**src/rtl/if_pkg.sv**
```systemverilog
// Shared definitions for the instruction-fetch PC unit.
package if_pkg;

  localparam int          IF_NB_ADDR  = 32;
  localparam logic [31:0] IF_RESET_PC = 32'h0000_0000;

  // Fetch control states
  typedef enum logic [1:0] {
    ST_RUN       = 2'b00,
    ST_STEP_WAIT = 2'b01,
    ST_HALTED    = 2'b10
  } if_state_e;

endpackage

```
**src/rtl/if_fetch_counter.sv**
```systemverilog
// Free-running cycle counter with synchronous clear and enable; wraps naturally.
module if_fetch_counter #(
  parameter int NB_CNT = 32
) (
  input  logic              clk,
  input  logic              clear,
  input  logic              en,
  output logic [NB_CNT-1:0] count
);

  // Clear has priority over enable.
  always_ff @(posedge clk) begin
    if (clear)   count <= '0;
    else if (en) count <= count + NB_CNT'(1);
  end

endmodule

```
**src/rtl/if_pc_unit.sv**
```systemverilog
// Program counter and next-PC selection for the IF stage: sequential, branch
// and jump sources, stall hold, debug single-step, HALT freeze, fetch counter.
module if_pc_unit
  import if_pkg::*;
#(
  parameter int                 NB_ADDR  = IF_NB_ADDR,
  parameter logic [NB_ADDR-1:0] RESET_PC = NB_ADDR'(IF_RESET_PC),
  parameter int                 NB_CNT   = 32
) (
  input  logic               i_clk,
  input  logic               i_reset,
  input  logic [NB_ADDR-1:0] i_pc_inc,
  input  logic               i_branch_taken,
  input  logic [NB_ADDR-1:0] i_branch_target,
  input  logic               i_jump,
  input  logic [NB_ADDR-1:0] i_jump_target,
  input  logic               i_stall,
  input  logic               i_halt,
  input  logic               i_step_mode,
  input  logic               i_step,
  output logic [NB_ADDR-1:0] o_pc,
  output logic               o_pc_valid,
  output logic               o_halted,
  output logic [NB_CNT-1:0]  o_fetch_count
);

  // Word alignment: low two bits of any loaded PC are dropped.
  localparam logic [NB_ADDR-1:0] ALIGN_MASK = {{(NB_ADDR-2){1'b1}}, 2'b00};

  if_state_e          state, state_nxt;
  logic               redirect;
  logic               seq_ok;
  logic               adv;
  logic               valid;
  logic [NB_ADDR-1:0] pc_sel;

  // Branch is the older instruction, so it wins over a same-cycle jump.
  always_comb begin
    redirect = i_branch_taken | i_jump;
    if (i_branch_taken) pc_sel = i_branch_target;
    else if (i_jump)    pc_sel = i_jump_target;
    else                pc_sel = i_pc_inc;
  end

  // Next-state, advance enable and fetch-valid decode.
  always_comb begin
    state_nxt = state;
    adv       = 1'b0;
    valid     = 1'b0;
    // Sequential advance is blocked by a stall and by a HALT being decoded;
    // a redirect still lands even in those cycles.
    seq_ok    = !i_stall && !i_halt;
    case (state)
      ST_RUN: begin
        adv   = redirect | seq_ok;
        valid = !i_stall;
        if (i_halt)           state_nxt = ST_HALTED;
        else if (i_step_mode) state_nxt = ST_STEP_WAIT;
      end
      ST_STEP_WAIT: begin
        adv   = i_step & (redirect | seq_ok);
        valid = i_step & !i_stall;
        if (i_halt)            state_nxt = ST_HALTED;
        else if (!i_step_mode) state_nxt = ST_RUN;
      end
      ST_HALTED: begin
        state_nxt = ST_HALTED;
      end
      default: begin
        state_nxt = ST_RUN;
      end
    endcase
    if (i_reset) begin
      adv   = 1'b0;
      valid = 1'b0;
    end
  end

  // State register; reset returns to RUN from anywhere, including HALTED.
  always_ff @(posedge i_clk) begin
    if (i_reset) state <= ST_RUN;
    else         state <= state_nxt;
  end

  // PC register loads only on advance.
  always_ff @(posedge i_clk) begin
    if (i_reset)  o_pc <= RESET_PC & ALIGN_MASK;
    else if (adv) o_pc <= pc_sel & ALIGN_MASK;
  end

  assign o_pc_valid = valid;
  assign o_halted   = (state == ST_HALTED);

  if_fetch_counter #(.NB_CNT(NB_CNT)) u_cnt (
    .clk   (i_clk),
    .clear (i_reset),
    .en    (adv),
    .count (o_fetch_count)
  );

endmodule

```
**config.mk**
```make
export PLATFORM = sky130hd
export DESIGN_NAME = if_pc_unit
export DESIGN_NICKNAME = d
export VERILOG_FILES = /design/src/rtl/if_pkg.sv /design/src/rtl/if_fetch_counter.sv /design/src/rtl/if_pc_unit.sv
export SDC_FILE = /design/constraint.sdc
export NUM_CORES = 1
export LEC_CHECK = 0
export ABC_AREA = 1
export BUFFER_PORTS_ARGS = -buffer_cell sky130_fd_sc_hd__buf_2
export CAP_MARGIN = 10
export CORE_ASPECT_RATIO = 2
export CORE_MARGIN = 2
export CORE_UTILIZATION = 40
export DETAILED_ROUTE_END_ITERATION = 12
export PLACE_DENSITY_LB_ADDON = 0.3
export SLEW_MARGIN = 20
export SYNTH_ARGS = -nofsm -noshare
export SYNTH_HDL_FRONTEND = slang
export SYNTH_SLANG_ARGS = --single-unit
```
**constraint.sdc**
```tcl
create_clock -name i_clk -period 2.77 [get_ports i_clk]
set_input_delay 0 -clock i_clk [delete_from_list [all_inputs] [get_ports i_clk]]
set_output_delay 0 -clock i_clk [all_outputs]
set_load 0.05 [all_outputs]
```
Yosys cells after proc, flatten, opt, wreduce, memory -nomap -nowiden
Index checks and enable logic that the tools add are counted.
Storage, ports and cells
  output and inout bits: 66
  bits of input ports: 104
  word-level logic and storage cells: 28
  register bits: 64
Cells by class
  muxes and demuxes: 11
  equality and inequality tests: 4
  reduce and logical (&&, ||, !) cells: 5
  add/subtract/negate cells: 1
  bitwise operators: 4
Operator list (number)
  32-bit 2-to-1 mux: 2
  32-bit by 1-bit adder with 32-bit output, second input constant: 1
  2-bit 2-to-1 mux: 4
  3-bit != test, second input constant: 2
  2-bit one-hot mux with 3 select lines: 1
  1-bit one-hot mux with 2 select lines: 2
  1-bit bitwise AND: 2
  2-bit by 1-bit equality test with 1-bit output, second input constant: 1
  2-bit equality test, second input constant: 1
  1-bit zero test: 2
  2-bit zero test: 1
  1-bit 2-to-1 mux: 2
  1-bit OR: 2
  2-bit AND reduction: 1
  1-bit logical AND: 1

Logic depth before layout (Yosys ltp)
Gate-level depths: netlist of run 1.
  depth after elaboration: 6
  depth in mapped cells: 10
  mapped depth without buffers: 10

Modules after synthesis
A second synthesis of run 1 with hierarchy kept.
Unflattened totals
  cells, all modules: 705
  area, all modules: 4068.9 µm²
Modules (own cells, without submodules)
  if_pc_unit: sequential area each 640.6 µm², area an instance 2275.9 µm², times used 1, cells each 442
  if_fetch_counter: sequential area each 640.6 µm², area an instance 1793.0 µm², times used 1, cells each 263

Worst setup path after synthesis of run 1
OpenSTA, ideal clock, no wires.
  kind: register to register
  start: register u_cnt.count[0]
  end: register u_cnt.count[14]
  data required time: 2.652 ns
  arrival time: 1.744 ns
  stages on the path, launching flop included: 9
  clock period less this slack: 1.862 ns
  buffers on the path: 0
  setup time: 0.118 ns
  path slack: 0.908 ns
  cell sequence: dfxtp_1 > ha_1 > nand3_1 > inv_1 > nand2_1 > nor2_4 > nand3_1 > o21ai_0 > nor2_1
On the way
  cells in the longest elaborated chain, start to end: 1
Ends and longest elaborated chain
  start: declaration: RTL line if_fetch_counter.sv:8  | output logic [NB_CNT-1:0] count
  start signal: assignment: RTL line if_fetch_counter.sv:14  | else if (en) count <= count + NB_CNT'(1);
  32-bit by 1-bit adder with 32-bit output: RTL line if_fetch_counter.sv:14
Every way passes these cells.
A chain may end at the register's enable or synchronous reset.

Final worst setup path of run 1
  start: register u_cnt.count[0]
  end: register u_cnt.count[28]
The elaborated chain is that of the path after synthesis.

==> reports/qor.yml, run 1 <==
run_status:
  status: "completed"
clocking:
  h-tree-depth: 3
  numCtsBuffers: 9
  clockBufferDepth: 2
  cts.repair.resized: 0
  cts_sinks: 64
  ctsRootBufferMaster: "clkbuf_16"
  path_clk_slew_ns: 0.05
  clk_latency_ns: 0.33
  cts_tree: "built"
layout:
  final_core_util: 0.577
  synthToLayoutAreaGrowth_pct: 40.4
  num_antenna_cells: 0
  stdcell_count: 848
  fin_area_um2: 4990
  drive_above_1_share: 0.261
  finalNetCount: 851
  n_fill_cell: 847
logic_synthesis:
  synth_top_area_frac: 0.361
  yosys-top-cells-count: "nand2_1, nor2_1, dfxtp_1"
  synth_top_flop_cell: "dfxtp_1"
  synth.distinct_cells: 28
  synth_area_leaders: "dfxtp_1, nand2_1, nor2_1, a211oi_1, a21oi_1"
  synth-edff-count: 0
  ys_async_sr_fraction: 0
  synth_seq_cells: 64
  syn_area_per_cell_um2: 6.31
  yosysSeqAreaShare: 0.361
  syn_inst: 563
  netlist_area_um2: 3550
  post-synth-top-count-cell: "nand2_1"
  synth_top_cell_by_area: "dfxtp_1"
  yosys_warnings: 0
die:
  rows: 48
  die_y_um: 137
  fp.dieW_um: 70.6
  dieArea_um2: 9700
  pin_count: 170
  start_util: 0.411
  core_um2: 8650
sta:
  drv_slew: 0
  hold-worst-slack_ns: 0.0199
  max_freq_mhz: 557
  setup_viol: 0
  finClkSkew_ns: 0.00628
  setup_ws_ns: 0.973
  rsz0062_at_grt: "no"
  fin_crit_sh: 0.649
  slew-limit-headroom: 0.622
  setup_tns_ns: 0
  period_minus_slack_ns: 1.80
  hold_violations: 0
  worst_slew_pin_slew_ns: 0.567
routing:
  ant_nets: 0
  drt_iter0_drc: 294
  vias: 4349
  drtPass1Iterations: 4
  viasPerCell: 5.13
  wirelength_mm: 11.9
  wl_per_cell_um: 14.1
  remaining_drc_errors: 0
place:
  hpwl_mm: 8.83
  place.gp.congestion: 0.967
  dp_slack_ns: 0.916
  dpl.cell_count: 803
  placed_area_um2: 4410
  io_buffers: 161
pwr:
  power_switching_uw: 780
  leakage_nw: 2.38
  power_mw: 2.57
  p_clk_frac: 0.397
  irDropWorstVdd_mv: 0.336
  switching_share: 0.304
  pwr-share-seq: 0.388
  comb_power_share: 0.214
  p_int_mw: 1.79
  powerDensity_nw_per_um2: 515
grt:
  grt-ovfl-total: 0
  grt_pass1_vias: 4242
  grt_pass1_wl_mm: 19.2
  antenna_found_initial: 0
  grt_max_degree: 61
  track_usage: 0.250
worst_setup_path:
  start_kind: "register"
  cp.arrival_ns: 2.02
  critPathCaptureType: "register"
  crit_required_ns: 2.99
  r2r_start: "u_cnt.count[0]"
  worst-setup-path-type: "register to register"
  crit_start: "u_cnt.count[0]"
  critPathMaxFanout: 9
worst_hold_path:
  hp-class: "input pin to register"
  min_from: "i_reset"
job:
  cap_violations: 0
-- state kept, by name (all words and copies together), names as in the netlist --
| name | count |
|---|---|
| o_pc | 30 |
| state | 2 |
| u_cnt.count | 32 |
-- worst paths after layout --
| check | to | slack, ns | cells past startpoint |
|---|---|---|---|
| worst max register to register | u_cnt.count[28] | 0.97 | 8 |
| worst min-delay path | u_cnt.count[12] | 0.02 | 2 |
| worst min register to register | u_cnt.count[2] | 0.51 | 2 |
| worst max-delay path | u_cnt.count[28] | 0.97 | 8 |
-- what timing repair did --
action | CTS | global route
hold endpoints to repair | 32 | 0
buffers inserted | 0 | 0
hold buffers | 32 | 0
-- cells by family (layout without fill, tap and decap cells) --
logic type | Yosys count | in the layout | share of synthesized area
AND/OR/NAND/NOR | 299 | 299 | 0.352
AO/OA/AOI/OAI | 111 | 111 | 0.179
buffers and inverters | 83 | 267 | 0.0940
flip-flops | 64 | 64 | 0.361
XOR/XNOR | 4 | 4 | 0.00986
adder cells (fa/ha/maj) | 1 | 1 | 0.00352
other | 1 | 2 | 0.00106
-- worst max-delay path, cell delays in order (launching register included) --
cell and delay, ns:
dfxtp_1 0.39, ha_1 0.22, nand3_1 0.14, inv_1 0.15
nand2_1 0.11, nor2_4 0.23, nand4_1 0.25, nor2_1 0.15
nor2_1 0.05
-- per-layer routing --
layer,global-route usage,up-vias,part of all wire
li1,-,2183,-
met1,0.247,1978,0.35
met2,0.479,157,0.56
met3,0.0417,31,0.052
met4,0.145,0,0.036
met5,0,-,0
-- area by class of cell --
cell class / instances / area, µm² / area share
clock buffers: 12 / 256 / 0.0514
clock inverters: 1 / 5.00 / 0.00100
inverters: 55 / 206 / 0.0414
multi-input cells: 417 / 1940 / 0.389
flip-flops and latches: 64 / 1280 / 0.257
well taps: 100 / 125 / 0.0251
repair buffers: 199 / 1170 / 0.235
-- placed cells by master (no fill, tap or decap), drive strengths merged --
master | netlist | routed
and2 | 1 | 1
a21oi | 39 | 39
nand3 | 25 | 25
a22o | 1 | 1
a211oi | 30 | 30
clkinv | 1 | 2
xor2 | 4 | 4
buf | 12 | 167
dlygate4sd3 | 0 | 32
nor3 | 3 | 3
nor3b | 1 | 1
ha | 1 | 1
inv | 54 | 54
a31oi | 1 | 1
clkbuf | 16 | 12
o21ai | 40 | 40
conb | 1 | 2
nand2 | 147 | 147
nor2 | 110 | 110
nand4 | 12 | 12
dfxtp | 64 | 64
-- power groups by stage --
stage	clock [mW]	sequential (mW)	combinational, mW
global route	1.08	1.00	0.594
detailed placement	0	1.01	0.514
finish	1.02	0.997	0.550
floorplan	0	1.18	0.191
global placement	0	1.01	0.506
CTS	1.03	0.997	0.549
(Power assumes the default switching activity.)
==> run 2, diff against run 1 <==
--- a/config.mk
+++ b/config.mk
@@ -5,7 +5,7 @@
 export SDC_FILE = /design/constraint.sdc
 export NUM_CORES = 1
 export LEC_CHECK = 0
-export ABC_AREA = 1
+export ABC_AREA = 0
 export BUFFER_PORTS_ARGS = -buffer_cell sky130_fd_sc_hd__buf_2
 export CAP_MARGIN = 10
 export CORE_ASPECT_RATIO = 2
==> constraint.sdc (replaced) <==
create_clock -name i_clk -period 1.7 [get_ports i_clk]
set_input_delay 0 -clock i_clk [delete_from_list [all_inputs] [get_ports i_clk]]
set_output_delay 0 -clock i_clk [all_outputs]
set_load 0.05 [all_outputs]
==> run 2 against run 1 <==
  * The flow now finishes with violations (negative setup slack)
  * Hold slack improved by 0.019 ns
  * Critical path depth fell by 3
  * Maximum frequency rose by 4.8%
  * Register-to-register slack got worse by 0.99 ns
  * Largest power group unchanged
  * Wire length fell by 22%
  * Final cell count fell by 17%
  * First-iteration DRC count fell by 38%
  * Global-route usage fell by 3.1 points
  * Sequential cell count did not move
  * Synthesized area fell by 8.0%
  * Clock skew fell by 0.0020 ns
  * Final area fell by 4.1%
==> reports/qor.yml, run 2 <==
logic_synthesis:
  yosys_warnings: 0
  synthAdderAreaFrac: 0.00383
  synth_top_cell_by_area: "dfxtp_1"
  synthXorXnorAreaFrac: 0.0428
  synth.distinct_cells: 44
  netlist_area_um2: 3270
  post-synth-top-count-cell: "nand2_1"
  yosysSeqAreaShare: 0.392
  synth_top_area_frac: 0.392
  synthMuxAreaShare: 0.0918
  yosys-top-cells-count: "nand2_1, dfxtp_1, a21oi_1"
  synth_seq_cells: 64
  synth-edff-count: 0
  synth_top_family_by_area: "simple AND/OR/NAND/NOR gates"
  synth_top_flop_cell: "dfxtp_1"
  yosys.area_share.simple: 0.265
  syn_area_per_cell_um2: 7.73
  synth_compound_area_frac: 0.156
  syn_inst: 423
  ys_async_sr_fraction: 0
  synth_area_leaders: "dfxtp_1, nand2_1, mux2i_1, a21oi_1, o21ai_0"
die:
  fp.dieW_um: 67.9
  rows: 46
  start_util: 0.412
  pin_count: 170
  die_y_um: 132
  core_um2: 7940
  dieArea_um2: 8960
place:
  io_buffers: 161
  hpwl_mm: 7.12
  dpl.cell_count: 684
  place.gp.congestion: 0.855
routing:
  vias: 3565
  viasPerCell: 5.07
  drt_iter0_drc: 181
  ant_nets: 0
  remaining_drc_errors: 0
  wirelength_mm: 9.31
  drtPass1Iterations: 5
  wl_per_cell_um: 13.2
worst_setup_path:
  r2r-end: "u_cnt.count[28]"
  worst-setup-path-type: "register to register"
  r2r_cells: 5
  critPathMaxFanout: 6
  crit_start: "u_cnt.count[14]"
  start_kind: "register"
  rrSetupSlack_ns: -0.01
  critPathCaptureType: "register"
  endpoint: "u_cnt.count[28]"
  crit_required_ns: 1.95
  r2r_start: "u_cnt.count[14]"
  cp.arrival_ns: 1.96
layout:
  largest_register_ffs: 32
  multi_input_area_um2: 1890
  synthToLayoutAreaGrowth_pct: 46.3
  final_core_util: 0.602
  reg.largest.list: "u_cnt.count x32, o_pc x30, state x2"
  n_fill_cell: 715
  regMostFlops: "u_cnt.count"
  most-common-layout-cells: "buf_2, nand2_1, a21oi_1"
  stdcell_count: 703
  layout_commonest_cell: "buf_2"
  drive_above_1_share: 0.417
  seq_area_um2: 1370
  num_antenna_cells: 0
  finalNetCount: 707
clocking:
  h-tree-depth: 3
  numCtsBuffers: 9
  cts_tree: "built"
  clk_latency_ns: 0.32
  path_clk_slew_ns: 0.05
  ctsRootBufferMaster: "clkbuf_16"
  clockBufferDepth: 2
  cts_sinks: 64
sta:
  finClkSkew_ns: 0.00423
  rsz0062_at_grt: "yes"
  setup_viol: 2
  max_freq_mhz: 583
  worst_slew_pin_slew_ns: 0.648
  setup_tns_ns: -0.0253
  fin_crit_sh: 1.01
  drv_slew: 0
  slew-limit-headroom: 0.568
  setup_ws_ns: -0.0149
  hold_violations: 0
  hold-worst-slack_ns: 0.0387
  period_minus_slack_ns: 1.71
grt:
  grt-ovfl-total: 0
  grt_pass1_vias: 3344
  antenna_found_initial: 0
  track_usage: 0.219
  grt_max_degree: 64
  grt_pass1_wl_mm: 15.3
worst_hold_path:
  hp-class: "input pin to register"
  min_from: "i_branch_target[28]"
pwr:
  powerDensity_nw_per_um2: 805
  leakage_nw: 2.23
  irDropWorstVdd_mv: 0.499
  power_mw: 3.85
run_status:
  status: "complete, but fails checks"
  violations: "negative setup slack"
job:
  cap_violations: 0
==> run 2: worst min path at each step <==
stage	end	slack (ns)	depth (start not counted)
detailed placement	state[0]	0.22	2
global route	o_pc[27]	0.06	5
global placement	state[0]	0.21	2
floorplan	state[0]	0.08	1
finish	o_pc[28]	0.04	5
CTS	o_pc[28]	0.03	5
==> run 2: metal layers <==
layer	wire, µm	global-route usage	share of wire	vias up
met5	0	0	0	-
met3	576	0.0640	0.062	24
met1	3420	0.237	0.37	1590
li1	-	-	-	1821
met2	5050	0.380	0.54	130
met4	261	0.0911	0.028	0
==> run 2: area by class of cell <==
type                    count  area share
inverters                   6     0.00471
repair buffers            198       0.234
clock inverters             1     0.00105
flip-flops and latches     64       0.286
clock buffers              15      0.0539
well taps                  96      0.0251
multi-input cells         323       0.395
==> run 2: per-stage QoR <==
stage	area [µm²]	setup WS [ns]
after global placement	4440	-0.0495
after detailed placement	4440	-0.0911
after CTS	4750	-0.0165
final	4780	-0.0149
after floorplan	3370	-0.0706
after global routing	4780	-0.140
==> run 2: repair_timing <==
item                       in CTS  in global routing
pin swaps                       4                  3
setup buffers                   1                  0
hold buffers                    2                  0
setup endpoints to repair       6                 14
resized for setup               4                  8
hold endpoints to repair        1                  0
==> run 2: where the power goes <==
group | internal (mW) | switching [mW]
combinational | 0.240 | 0.437
sequential | 1.52 | 0.0319
clock | 1.02 | 0.596
==> run 2: worst max-delay path, stage by stage, from the launching register on <==
cell     delay (ns)
dfxtp_4        0.34
and4_4         0.26
nand3_4        0.07
or3_4          0.42
or4_1          0.40
a21oi_1        0.14
==> run 2: cell families (layout without fill, tap and decap cells) <==
kind of cell	count (synthesis)	count (layout)
mux	30	30
buf+inv	37	220
flops	64	64
xor+xnor	16	16
other cells	1	2
simple gates	179	179
compound gates	95	95
fa+ha+maj	1	1
==> run 3, diff against run 2 <==
--- a/config.mk
+++ b/config.mk
@@ -8,9 +8,11 @@
 export ABC_AREA = 0
 export BUFFER_PORTS_ARGS = -buffer_cell sky130_fd_sc_hd__buf_2
 export CAP_MARGIN = 10
+export CELL_PAD_IN_SITES_DETAIL_PLACEMENT = 1
+export CELL_PAD_IN_SITES_GLOBAL_PLACEMENT = 2
 export CORE_ASPECT_RATIO = 2
 export CORE_MARGIN = 2
-export CORE_UTILIZATION = 40
+export CORE_UTILIZATION = 24
 export DETAILED_ROUTE_END_ITERATION = 12
 export PLACE_DENSITY_LB_ADDON = 0.3
 export SLEW_MARGIN = 20
==> run 3 against run 2 <==
  * The flow still finishes with violations (negative setup slack)
  * First-iteration DRC count fell by 60%
  * Sequential share of layout area fell by 1.0 points
  * Sequential cell count did not move
  * Maximum frequency fell by 1.3%
  * Worst setup slack got worse by 0.022 ns
  * Critical path depth rose by 2
  * Power rose by 4.3%
  * Clock-buffer cell count fell by 4
  * Final cell count rose by 9.5%
  * Global-route usage fell by 5.2 points
  * Clock skew rose by 0.0013 ns
  * Critical endpoint is now u_cnt.count[22]
  * Highest routed layer unchanged
==> reports/qor.yml, run 3 (same netlist as run 2, synthesis figures left out) <==
routing:
  drt_iter0_drc: 73
  vias: 3685
  wl_per_cell_um: 15.5
  wirelength_mm: 11.9
  drtPass1Iterations: 4
  ant_nets: 0
  viasPerCell: 4.79
  remaining_drc_errors: 0
grt:
  grt_pass1_vias: 3969
  grt_pass1_wl_mm: 19.0
  grt_max_degree: 64
  track_usage: 0.167
  antenna_found_initial: 0
  grt-ovfl-total: 0
sta:
  finClkSkew_ns: 0.00556
  max_freq_mhz: 576
  setup_ws_ns: -0.0367
  worst_slew_pin_slew_ns: 0.741
  drv_slew: 0
  fin_crit_sh: 1.02
  slew-limit-headroom: 0.506
  rsz0062_at_grt: "yes"
  setup_viol: 4
  hold_violations: 0
  period_minus_slack_ns: 1.74
worst_setup_path:
  endpoint: "u_cnt.count[22]"
  path_cells: "and4_1 -> o2111a_2 -> buf_6 -> nand4_1 -> buf_4 -> or3_4 -> a21oi_2"
  rrSetupSlack_ns: -0.04
  critPathCaptureType: "register"
  crit_required_ns: 1.95
  r2r_cells: 7
  critPathMaxFanout: 5
  worst-setup-path-type: "register to register"
  r2r_start: "u_cnt.count[5]"
  cpMaxStageDelayCell: "dfxtp_4"
  r2r-end: "u_cnt.count[22]"
  cp.arrival_ns: 1.99
  start_kind: "register"
  critPathMaxStageDelay_ns: 0.34
  crit_start: "u_cnt.count[5]"
run_status:
  status: "complete, but fails checks"
  violations: "negative setup slack"
place:
  hpwl_mm: 9.25
  dpl.cell_count: 750
  io_buffers: 161
  dp_slack_ns: -0.120
  placed_area_um2: 4550
  place.gp.congestion: 0.861
pwr:
  power_mw: 4.02
  leakage_nw: 2.29
  irDropWorstVdd_mv: 0.440
  powerDensity_nw_per_um2: 811
layout:
  synthToLayoutAreaGrowth_pct: 51.6
  layout_commonest_cell: "buf_2"
  finalNetCount: 715
  largest_register_ffs: 32
  fin_area_um2: 4960
  stdcell_count: 770
  reg.largest.list: "u_cnt.count x32, o_pc x30, state x2"
  final_core_util: 0.371
  most-common-layout-cells: "buf_2, nand2_1, a21oi_1"
  drive_above_1_share: 0.437
  multi_input_area_um2: 1920
  n_fill_cell: 1687
  regMostFlops: "u_cnt.count"
  num_antenna_cells: 0
  seq_area_um2: 1370
die:
  fp.dieW_um: 86.5
  start_util: 0.245
  rows: 60
  die_y_um: 169
  dieArea_um2: 14600
  pin_count: 170
  core_um2: 13400
clocking:
  ctsRootBufferMaster: "clkbuf_16"
  clk_latency_ns: 0.33
  path_clk_slew_ns: 0.05
  clockBufferDepth: 2
  h-tree-depth: 3
  cts_sinks: 64
  cts_tree: "built"
  numCtsBuffers: 9
worst_hold_path:
  hp-class: "input pin to register"
  min_path_cells: 5
  min_from: "i_branch_target[25]"
job:
  cap_violations: 0
## run 3: worst min path at each step
stage                     endpoint  slack, ns
after floorplan           state[0]       0.08
after global placement    state[0]       0.20
after detailed placement  state[0]       0.21
after CTS                  o_pc[7]       0.02
after global routing      o_pc[26]       0.06
final                     o_pc[25]       0.04
## run 3: final cells by class
cell class                      count  area share
Tap cell                          155      0.0391
Timing Repair Buffer              206       0.237
Clock inverter                      5     0.00959
Multi-Input combinational cell    323       0.387
Clock buffer                       11      0.0469
Sequential cell                    64       0.276
Inverter                            6     0.00454
## run 3: what timing repair did
item                                    4_1_cts  5_1_grt
endpoints found under the setup margin       12       11
pin swaps                                    10        5
gates resized for setup                      11       12
buffers inserted                              1        1
hold buffers                                  2        0
hold endpoints to repair                      1        0
## run 3: per-layer routing
layer	global-route usage	vias to the layer above	wire (µm)
li1	-	1829	-
met1	0.159	1729	4180
met2	0.322	102	6810
met3	0.0390	25	561
met4	0.0788	0	374
met5	0	-	0
## run 3: worst max-delay path, delay by kind of cell (launching register included)
family          cells  cell delay, ns
simple gates        3            0.65
flops               1            0.34
compound gates      2            0.36
buf+inv             2            0.32
## run 3: power breakdown
part | switching [mW] | leakage, nW | internal, mW
Combinational | 0.453 | 1.61 | 0.236
Sequential | 0.0335 | 0.539 | 1.52
Clock | 0.656 | 0.138 | 1.12
Total | 1.14 | 2.29 | 2.88
## run 3: metrics by stage
stage	setup TNS, ns	hold slack (ns)
floorplan	-0.208	0.0793
global placement	-0.255	0.204
detailed placement	-0.613	0.213
CTS	-0.139	0.0220
global route	-0.653	0.0614
finish	-0.0727	0.0397
